### src/rtl/gray_codec_pkg.sv
// rtl/gray_codec_pkg.sv - shared types and code conversion helpers for gray_bin_codec
// Contents: mode typedef, GRAY_MAX_W, gray2bin, bin2gray, popcount.
// All helpers take GRAY_MAX_W-wide words. Callers zero-extend narrower words,
// which leaves the low bits of the result correct for any width up to GRAY_MAX_W.
package gray_codec_pkg;

  localparam int GRAY_MAX_W = 32;

  typedef enum logic {
    MODE_G2B = 1'b0,
    MODE_B2G = 1'b1
  } mode_e;

  // Each binary bit is the XOR of every Gray bit at or above it. Zero upper
  // bits add nothing to that XOR, so narrow words convert correctly.
  function automatic logic [GRAY_MAX_W-1:0] gray2bin(input logic [GRAY_MAX_W-1:0] g);
    logic [GRAY_MAX_W-1:0] b;
    b = '0;
    b[GRAY_MAX_W-1] = g[GRAY_MAX_W-1];
    for (int i = GRAY_MAX_W - 2; i >= 0; i--) begin
      b[i] = b[i+1] ^ g[i];
    end
    return b;
  endfunction

  function automatic logic [GRAY_MAX_W-1:0] bin2gray(input logic [GRAY_MAX_W-1:0] b);
    logic [GRAY_MAX_W-1:0] g;
    g = '0;
    g[GRAY_MAX_W-1] = b[GRAY_MAX_W-1];
    for (int i = 0; i < GRAY_MAX_W - 1; i++) begin
      g[i] = b[i] ^ b[i+1];
    end
    return g;
  endfunction

  function automatic logic [5:0] popcount(input logic [GRAY_MAX_W-1:0] v);
    logic [5:0] cnt;
    cnt = '0;
    for (int i = 0; i < GRAY_MAX_W; i++) begin
      cnt = cnt + 6'(v[i]);
    end
    return cnt;
  endfunction

endpackage

### src/rtl/gray_codec_slot.sv
// rtl/gray_codec_slot.sv - one pipeline slot of gray_bin_codec
// Ports:
//   clk, rst_n           clock, asynchronous active-low reset
//   up_valid, up_data    beat offered by the upstream slot (or the input)
//   down_ready           ready of the downstream slot (or the consumer)
//   valid, data          registered slot contents
//   ready                slot can load this cycle: empty, or draining downstream
module gray_codec_slot #(
  parameter int PW = 9
) (
  input  logic          clk,
  input  logic          rst_n,
  input  logic          up_valid,
  input  logic [PW-1:0] up_data,
  input  logic          down_ready,
  output logic          valid,
  output logic [PW-1:0] data,
  output logic          ready
);

  assign ready = ~valid | down_ready;

  // Loading the upstream valid even when it is low lets bubbles collapse.
  always_ff @(posedge clk or negedge rst_n) begin
    if (!rst_n) begin
      valid <= 1'b0;
      data  <= '0;
    end else if (ready) begin
      valid <= up_valid;
      data  <= up_data;
    end
  end

endmodule

### src/rtl/gray_bin_codec.sv
// rtl/gray_bin_codec.sv - pipelined Gray/binary converter with per-beat direction
// Optional feature macro: GRAY_CODEC_ADJ_CHECK_EN (adds out_adj_err and Gray adjacency tracking).
// Ports:
//   clk, rst_n                      clock, asynchronous active-low reset
//   in_valid, in_ready, in_data     input stream
//   in_mode                         0 = Gray->binary, 1 = binary->Gray
//   out_valid, out_ready, out_data  output stream, STAGES cycles after accept
//   out_mode                        in_mode of the beat being presented
//   out_adj_err                     (macro only) Gray input not adjacent to previous Gray input
module gray_bin_codec
  import gray_codec_pkg::*;
#(
  parameter int WIDTH  = 8,
  parameter int STAGES = 2
) (
  input  logic             clk,
  input  logic             rst_n,
  input  logic             in_valid,
  output logic             in_ready,
  input  logic [WIDTH-1:0] in_data,
  input  logic             in_mode,
  output logic             out_valid,
  input  logic             out_ready,
  output logic [WIDTH-1:0] out_data,
  output logic             out_mode
`ifdef GRAY_CODEC_ADJ_CHECK_EN
  ,
  output logic             out_adj_err
`endif
);

`ifdef GRAY_CODEC_ADJ_CHECK_EN
  localparam int PW = WIDTH + 2;
`else
  localparam int PW = WIDTH + 1;
`endif

  logic [GRAY_MAX_W-1:0] in_ext;
  logic [WIDTH-1:0]      conv;
  logic [PW-1:0]         in_pl;
  logic [PW-1:0]         last_pl;

  assign in_ext = GRAY_MAX_W'(in_data);
  assign conv   = (mode_e'(in_mode) == MODE_B2G) ? WIDTH'(bin2gray(in_ext))
                                                 : WIDTH'(gray2bin(in_ext));

`ifdef GRAY_CODEC_ADJ_CHECK_EN
  logic [WIDTH-1:0] last_gray;
  logic             seen;
  logic             accept;
  logic             is_gray;
  logic [5:0]       dist;
  logic             adj_err_in;

  assign accept     = in_valid & in_ready;
  assign is_gray    = (mode_e'(in_mode) == MODE_G2B);
  assign dist       = popcount(GRAY_MAX_W'(in_data ^ last_gray));
  assign adj_err_in = is_gray & seen & (dist != 6'd1);

  always_ff @(posedge clk or negedge rst_n) begin
    if (!rst_n) begin
      last_gray <= '0;
      seen      <= 1'b0;
    end else if (accept && is_gray) begin
      last_gray <= in_data;
      seen      <= 1'b1;
    end
  end

  assign in_pl       = {adj_err_in, in_mode, conv};
  assign out_adj_err = last_pl[WIDTH+1];
`else
  assign in_pl = {in_mode, conv};
`endif

  // Each generate block owns its own valid/data/ready nets so the ready chain
  // is a set of distinct signals rather than one self-referencing vector.
  for (genvar i = 0; i < STAGES; i++) begin : g_slot
    logic          vld;
    logic [PW-1:0] dat;
    logic          rdy;
    logic          up_vld;
    logic [PW-1:0] up_dat;
    logic          dn_rdy;

    if (i == 0) begin : g_first
      assign up_vld = in_valid;
      assign up_dat = in_pl;
    end else begin : g_mid
      assign up_vld = g_slot[i-1].vld;
      assign up_dat = g_slot[i-1].dat;
    end

    if (i == STAGES - 1) begin : g_last
      assign dn_rdy = out_ready;
    end else begin : g_inner
      assign dn_rdy = g_slot[i+1].rdy;
    end

    gray_codec_slot #(.PW(PW)) u_slot (
      .clk        (clk),
      .rst_n      (rst_n),
      .up_valid   (up_vld),
      .up_data    (up_dat),
      .down_ready (dn_rdy),
      .valid      (vld),
      .data       (dat),
      .ready      (rdy)
    );
  end

  assign in_ready  = g_slot[0].rdy;
  assign out_valid = g_slot[STAGES-1].vld;
  assign last_pl   = g_slot[STAGES-1].dat;
  assign out_data  = last_pl[WIDTH-1:0];
  assign out_mode  = last_pl[WIDTH];

endmodule

### config.mk
export PLATFORM = sky130hd
export DESIGN_NAME = gray_bin_codec
export DESIGN_NICKNAME = d
export VERILOG_FILES = /design/src/rtl/gray_codec_pkg.sv /design/src/rtl/gray_codec_slot.sv /design/src/rtl/gray_bin_codec.sv
export SDC_FILE = /design/constraint.sdc
export NUM_CORES = 1
export LEC_CHECK = 0
export CORE_UTILIZATION = 45
export CTS_BUF_LIST = sky130_fd_sc_hd__clkbuf_4
export DETAILED_ROUTE_END_ITERATION = 8
export MAX_ROUTING_LAYER = met4
export PLACE_DENSITY = 0.84
export SLEW_MARGIN = 20
export SYNTH_ARGS = -nofsm -noshare
export SYNTH_HDL_FRONTEND = slang
export SYNTH_SLANG_ARGS = --single-unit
export TNS_END_PERCENT = 100
### constraint.sdc
create_clock -name clk -period 1.3 [get_ports clk]
set_clock_uncertainty 0.1 [all_clocks]
set_input_delay 0.26 -clock clk [delete_from_list [all_inputs] [get_ports clk]]
set_output_delay 0.26 -clock clk [all_outputs]
set_load 0.01 [all_outputs]
==> results of run 1 <==
==> logic make-up (layout without fill, tap and decap cells) <==
kind of cell	after synthesis	after routing	share of synthesized area, %
xor+xnor	14	14	18.6
mux	9	9	10.5
buf+inv	5	53	1.94
simple gates	22	22	10.7
compound gates	10	10	6.71
flops	20	20	51.6
==> per-layer routing <==
layer  routed length, um  global-route usage, %  vias up
met5                   0                      -        -
met1                 893                   22.9      351
met3                  72                   2.83        5
met2                1120                   36.9       16
li1                    -                      -      367
met4                  46                   11.8        0
==> sequential cells by signal, indices dropped and copies added, names as in the netlist <==
name,cells
g_slot.u_slot.data,18
g_slot.u_slot.valid,2
==> worst min-delay path by stage <==
stage	to	slack, ns	cells past startpoint
after floorplan	g_slot[0].u_slot.data[0]	-0.14	0
after global placement	g_slot[1].u_slot.valid	0.33	2
after detailed placement	g_slot[1].u_slot.valid	0.34	2
after CTS	g_slot[0].u_slot.data[0]	0.18	2
after global routing	g_slot[1].u_slot.data[3]	0.19	2
final	g_slot[0].u_slot.data[0]	0.17	2
==> area by class of cell <==
cell class | instances | area, um^2 | area share (%)
Clock buffer | 3 | 22.5 | 1.53
Clock inverter | 1 | 30.0 | 2.03
Inverter | 3 | 11.3 | 0.763
Multi-Input combinational cell | 55 | 532 | 36.0
Sequential cell | 20 | 500 | 33.9
Tap cell | 27 | 33.8 | 2.29
Timing Repair Buffer | 46 | 347 | 23.5
==> metrics by stage <==
| stage | instance area [um^2] | setup WS [ns] | hold slack [ns] | std cells | power, uW |
|---|---|---|---|---|---|
| floorplan | 1000 | -0.0675 | -0.136 | 80 | 1090 |
| global placement | 1370 | -0.603 | 0.326 | 143 | 1370 |
| detailed placement | 1370 | -0.682 | 0.336 | 143 | 1400 |
| CTS | 1460 | -0.130 | 0.176 | 152 | 1940 |
| global route | 1480 | -0.148 | 0.194 | 155 | 2020 |
| finish | 1480 | -0.112 | 0.166 | 155 | 1930 |
==> power groups by stage <==
stage / combinational, uW / clock, uW / sequential, uW
6_report: 606 / 519 / 807
5_1_grt: 653 / 543 / 823
4_1_cts: 601 / 531 / 808
3_5_place_dp: 581 / 0 / 822
3_3_place_gp: 561 / 0 / 810
2_1_floorplan: 252 / 0 / 841
==> what timing repair did <==
action,CTS,global route
setup buffers,5,5
setup endpoints to repair,17,16
resized for setup,62,15
pin swaps,6,4
==> synthesized netlist by cell type, drive strengths merged <==
cell and number:
xnor3 2, o31ai 2, nand2 10, xor3 1, inv 3, xnor2 6
a21oi 3, mux2 9, clkbuf 2, xor2 5, and3 2, nor2b 1
nor2 5, nand2b 2, nor3 1, o21ai 4, nor4 1, dfrtp 20
o211a 1
==> qor.csv, run 1 <==
stage,metric,value,unit
synthesis,sequential share of the synthesized area,51.6,%
cells_and_area,Area growth syn-to-layout,52.3,%
timing,minimum clock period,1.41,ns
worst_setup_path,R2R Setup Slk,-0.03,ns
worst_setup_path,CP arrival,1.05,ns
global_routing,grt total ovfl,0,
synthesis,Yosys top cell by area,dfrtp_1,
drt,Pre-Repair DR Iteration Count,3,
pwr,combinational share of power,31.4,%
timing,max frequency,708,MHz
synthesis,Cells after Synth,80,
cells_and_area,Util after Layout,73.8,%
drt,"antenna viol nets, final",0,
die,Die Wd,48.4,um
timing,post-route setup TNS,-0.238,ns
cells_and_area,most frequent cells in the layout,"buf_4, dfrtp_1, buf_2",
drt,Total Wirelength,2130,um
outcome,failing checks,negative setup slack,
global_routing,vias in the first global route,769,
synthesis,Yosys warning total,0,
pwr,Lkg Pwr,0.000710,uW
global_routing,global-route wire length before repair,3420,um
drt,Via density,4.77,
worst_setup_path,Setup CP Type,flip-flop to output port,
pwr,clock share of power,26.9,%
die,DIE AREA,2340,um^2
synthesis,Post-Syn Area per Cell,12.1,um^2
placed_design,dpl hpwl,1480,um
timing,unrepaired setup endpoints after global routing,true,
worst_setup_path,critical path's largest stage delay,0.40,ns
worst_setup_path,crit-path cells,"nand2b_4, nor2_4, inv_2, buf_6",
timing,Slew Limit Headroom,78.4,%
cts,Root Driver,clkbuf_4,
synthesis,Post-Syn Nets,93,
synthesis,post-synthesis cell type count,22,
cells_and_area,# fillers,144,
worst_setup_path,"Buf+Inv Stages, Crit Path",2,
synthesis,Synth area leaders,"dfrtp_1, mux2_2, xnor3_1",
worst_setup_path,"CP delay by family, top",flip-flops,
synthesis,Seq cells post-synth,20,
cts,clock-pin slew on the worst setup and hold paths,0.12,ns
worst_setup_path,WP depth,4,
worst_setup_path,Worst path slowest cell,dfrtp_1,
die,row count,16,
die,die height,48.4,um
cells_and_area,share of post-route cells with drive strength above 1,49.2,%
cts,worst-case clock buffer depth,2,
timing,Setup-failing EPs final,3,
worst_setup_path,CP Capture Type,output port,
pwr,total power per unit cell area,1310,nW/um^2
timing,Fin. Hold Viols,0,
worst_setup_path,crit path to,in_ready,
timing,Slew Limit Fails,0,
cells_and_area,"Net count, final",142,
synthesis,Mapped Area,970,um^2
die,I/O pin total,24,
cts,hold_buf cts,0,
timing,Worst Tran Pin Value,0.322,ns
drt,Initial DRC Count,10,
cts,CTS Buf Count,3,
pwr,Psw,532,uW
synthesis,share of the synthesized area in the top cell type,51.6,%
global_routing,largest net degree at the start of global routing,21,
worst_setup_path,critical-path maximum fanout,2,
pwr,sequential power share,41.7,%
outcome,status,finished with violations,
cts,H-tree depth,1,
drt,WL/cell,13.8,um
timing,period utilisation layout,109,%
cts,clock latency on the worst-skew pair,0.31,ns
worst_setup_path,Critical Path RT,0.94,ns
placed_design,Buffers on Ports,23,
pwr,Pint,1400,uW
die,Initial Util,48.4,%
worst_setup_path,Setup crit start,g_slot[1].u_slot.valid,
worst_setup_path,CP Launch Type,flip-flop,
cells_and_area,diode count,0,
drt,via count,739,
die,CORE AREA,2000,um^2
cells_and_area,"commonest non-fill, non-tap cell in the layout",buf_4,
cts,CTS tree,done,
worst_setup_path,Reg2Reg Capture Point,g_slot[0].u_slot.data[2],
placed_design,GP Congestion,0.832,
hold_path,Hold Path Class,primary input to async pin,
timing,setup ws final,-0.112,ns
worst_setup_path,Critical R2R Launch,g_slot[1].u_slot.valid,
global_routing,initial antenna violation count,0,
cts,clock sink count,20,
pwr,Sw Share,27.5,%
pwr,Worst VDD drop,846,uV
job,Max-Cap Viols,0,
drt,Post-route DRC,0,
global_routing,GRT Total Usage,21.0,%
worst_setup_path,Reg2Reg Depth,6,
No activity file was read; power rests on OpenSTA's default activity.
==> run 2, diff against run 1 <==
--- a/config.mk
+++ b/config.mk
@@ -5,6 +5,7 @@
 export SDC_FILE = /design/constraint.sdc
 export NUM_CORES = 1
 export LEC_CHECK = 0
+export ABC_CLOCK_PERIOD_IN_PS = 1300
 export CORE_UTILIZATION = 45
 export CTS_BUF_LIST = sky130_fd_sc_hd__clkbuf_4
 export DETAILED_ROUTE_END_ITERATION = 8
==> results of run 2 <==
No change in the layout: final DEF, timing and power equal those of run 1.
==> patch, RTL diff (settings of run 1) <==
`WIDTH`: 8 -> 10.
--- a/src/rtl/gray_bin_codec.sv
+++ b/src/rtl/gray_bin_codec.sv
@@ -11,5 +11,5 @@
   import gray_codec_pkg::*;
 #(
-  parameter int WIDTH  = 8,
+  parameter int WIDTH  = 10,
   parameter int STAGES = 2
 ) (
Interface: changed (resized in_data and out_data); port bits go from 24 to 28. The function was not compared with the original's and may differ.
==> patch against run 1 <==
- the flow still finishes with violations (setup timing)
- wire length up 40%
- cell area up 25%
- power up 23%
- setup slack worse by 0.16 ns
- count of clock-buffer cells in the layout unchanged
- synthesized cell count up 33%
- via count up 36%
- die area up 28%
- first-iteration DRC count up 30%
- synthesized area up 29%
- core utilization down 1.1 points
- sequential cell count up 4
==> patch: results (changes against run 1) <==
| Metric | Value |
|---|---|
| Result of the run | finished, violations left (unchanged) |
| Violated checks | setup timing (unchanged) |
| Reg2Reg Launch Point | g_slot[0].u_slot.valid (was g_slot[1].u_slot.valid) |
| Largest registers | g_slot.u_slot.data (22), g_slot.u_slot.valid (2) (was g_slot.u_slot.data (18), g_slot.u_slot.valid (2)) |
| FP Rows | 18 (was 16) |
| End of the worst register-to-register path | g_slot[0].u_slot.data[0] (was g_slot[0].u_slot.data[2]) |
| Summed negative setup slack over all endpoints | -1.30 ns (was -0.238 ns) |
| Dominant delay contributor by cell family on the critical path | simple AND/OR/NAND/NOR gates (was flip-flops) |
| First-pass GRT wire length | 4.62 mm (was 3.42 mm) |
| Synth Area in Compound Gates | 0.0699 (was 0.0671) |
| Mux cell area share after synthesis | 0.115 (was 0.105) |
| Xor and xnor area share after synthesis | 0.175 (was 0.186) |
| Multi-input combinational cell count | 75 (was 55) |
| Initial DRC Count | 13 (was 10) |
| Setup-violating endpoint count in the final report | 17 (was 3) |
| Register fraction of the total cell area | 0.325 (was 0.339) |
| Number of global-route vias before repair | 1066 (was 769) |
| Static Leakage | 0.897 nW (was 0.710 nW) |
| Crit-path max FO | 4 (was 2) |
| Stage delay of the slowest cell on the critical path | 0.48 ns (was 0.40 ns) |
| Least-Margin Pin Slew | 0.268 ns (was 0.322 ns) |
| Worst setup slack after layout | -0.272 ns (was -0.112 ns) |
| Final hold slack | 0.173 ns (was 0.166 ns) |
| Nonclk buf count | 54 (was 46) |
| Vias after detailed routing | 1003 (was 739) |
| Distinct cell type count of the synthesized netlist | 35 (was 22) |
| Number of register bits inferred by synthesis | 24 (was 20) |
| Net Count, Synth | 121 (was 93) |
| Depth of the worst register-to-register path | 4 (was 6) |
| Fin nets | 175 (was 142) |
| Fraction of layout cells with a size suffix above 1 | 0.472 (was 0.492) |
| Top cells by area, synth | sky130_fd_sc_hd__dfrtp_1 48%, sky130_fd_sc_hd__mux2_2 6.3%, sky130_fd_sc_hd__xnor2_1 4.9%, sky130_fd_sc_hd__xor2_1 4.9%, sky130_fd_sc_hd__mux2_1 3.6% (was sky130_fd_sc_hd__dfrtp_1 52%, sky130_fd_sc_hd__mux2_2 10%, sky130_fd_sc_hd__xnor3_1 4.6%, sky130_fd_sc_hd__xor2_1 4.5%, sky130_fd_sc_hd__nand2_1 3.9%) |
| Inverters | 2 (was 3) |
| Cell Count, Final, Fillers Out | 189 (was 155) |
| Capturing element of the worst setup path | g_slot[0].u_slot.data[0] (was in_ready) |
| Total Routing Usage GR | 0.235 (was 0.210) |
| Layout overhead on the synthesized area | 47.7% (was 52.3%) |
| Arrival time of data at the critical path endpoint | 1.68 ns (was 1.05 ns) |
| Average wire per cell in the routed design | 15.8 µm (was 13.8 µm) |
| Post-Place Cell Area | 1710 µm² (was 1370 µm²) |
[patch: changes by cell type after synthesis, sizes merged, moves of 2 or more]
cell          run 1  this run
nor2              5         3
buf               0         3
o31ai             2         4
nand3             0         2
xor2              5         7
o21a              0         2
xnor2             6         8
nor3              1         4
mux2              9        11
mux2i             0         2
dfrtp            20        24
[patch: cells by family after synthesis]
group,count (synthesis)
AOI/OAI and AO/OA,14
xor gates and xnor gates,18
buffers and inverters,7
DFF,24
muxes,13
and+or+nand+nor,30
[patch: per-layer routing]
metal  vias to the layer above  share of wire  track usage
li1                        475              -            -
met2                        29           0.54        0.428
met3                         4          0.039       0.0417
met4                         0          0.013        0.103
met1                       495           0.41        0.243
met5                         -              0            -
[patch: power by group]
group	total, mW	switching, mW	internal, mW
clock network	0.534	0.223	0.312
registers	0.990	0.0864	0.904
logic	0.846	0.357	0.488
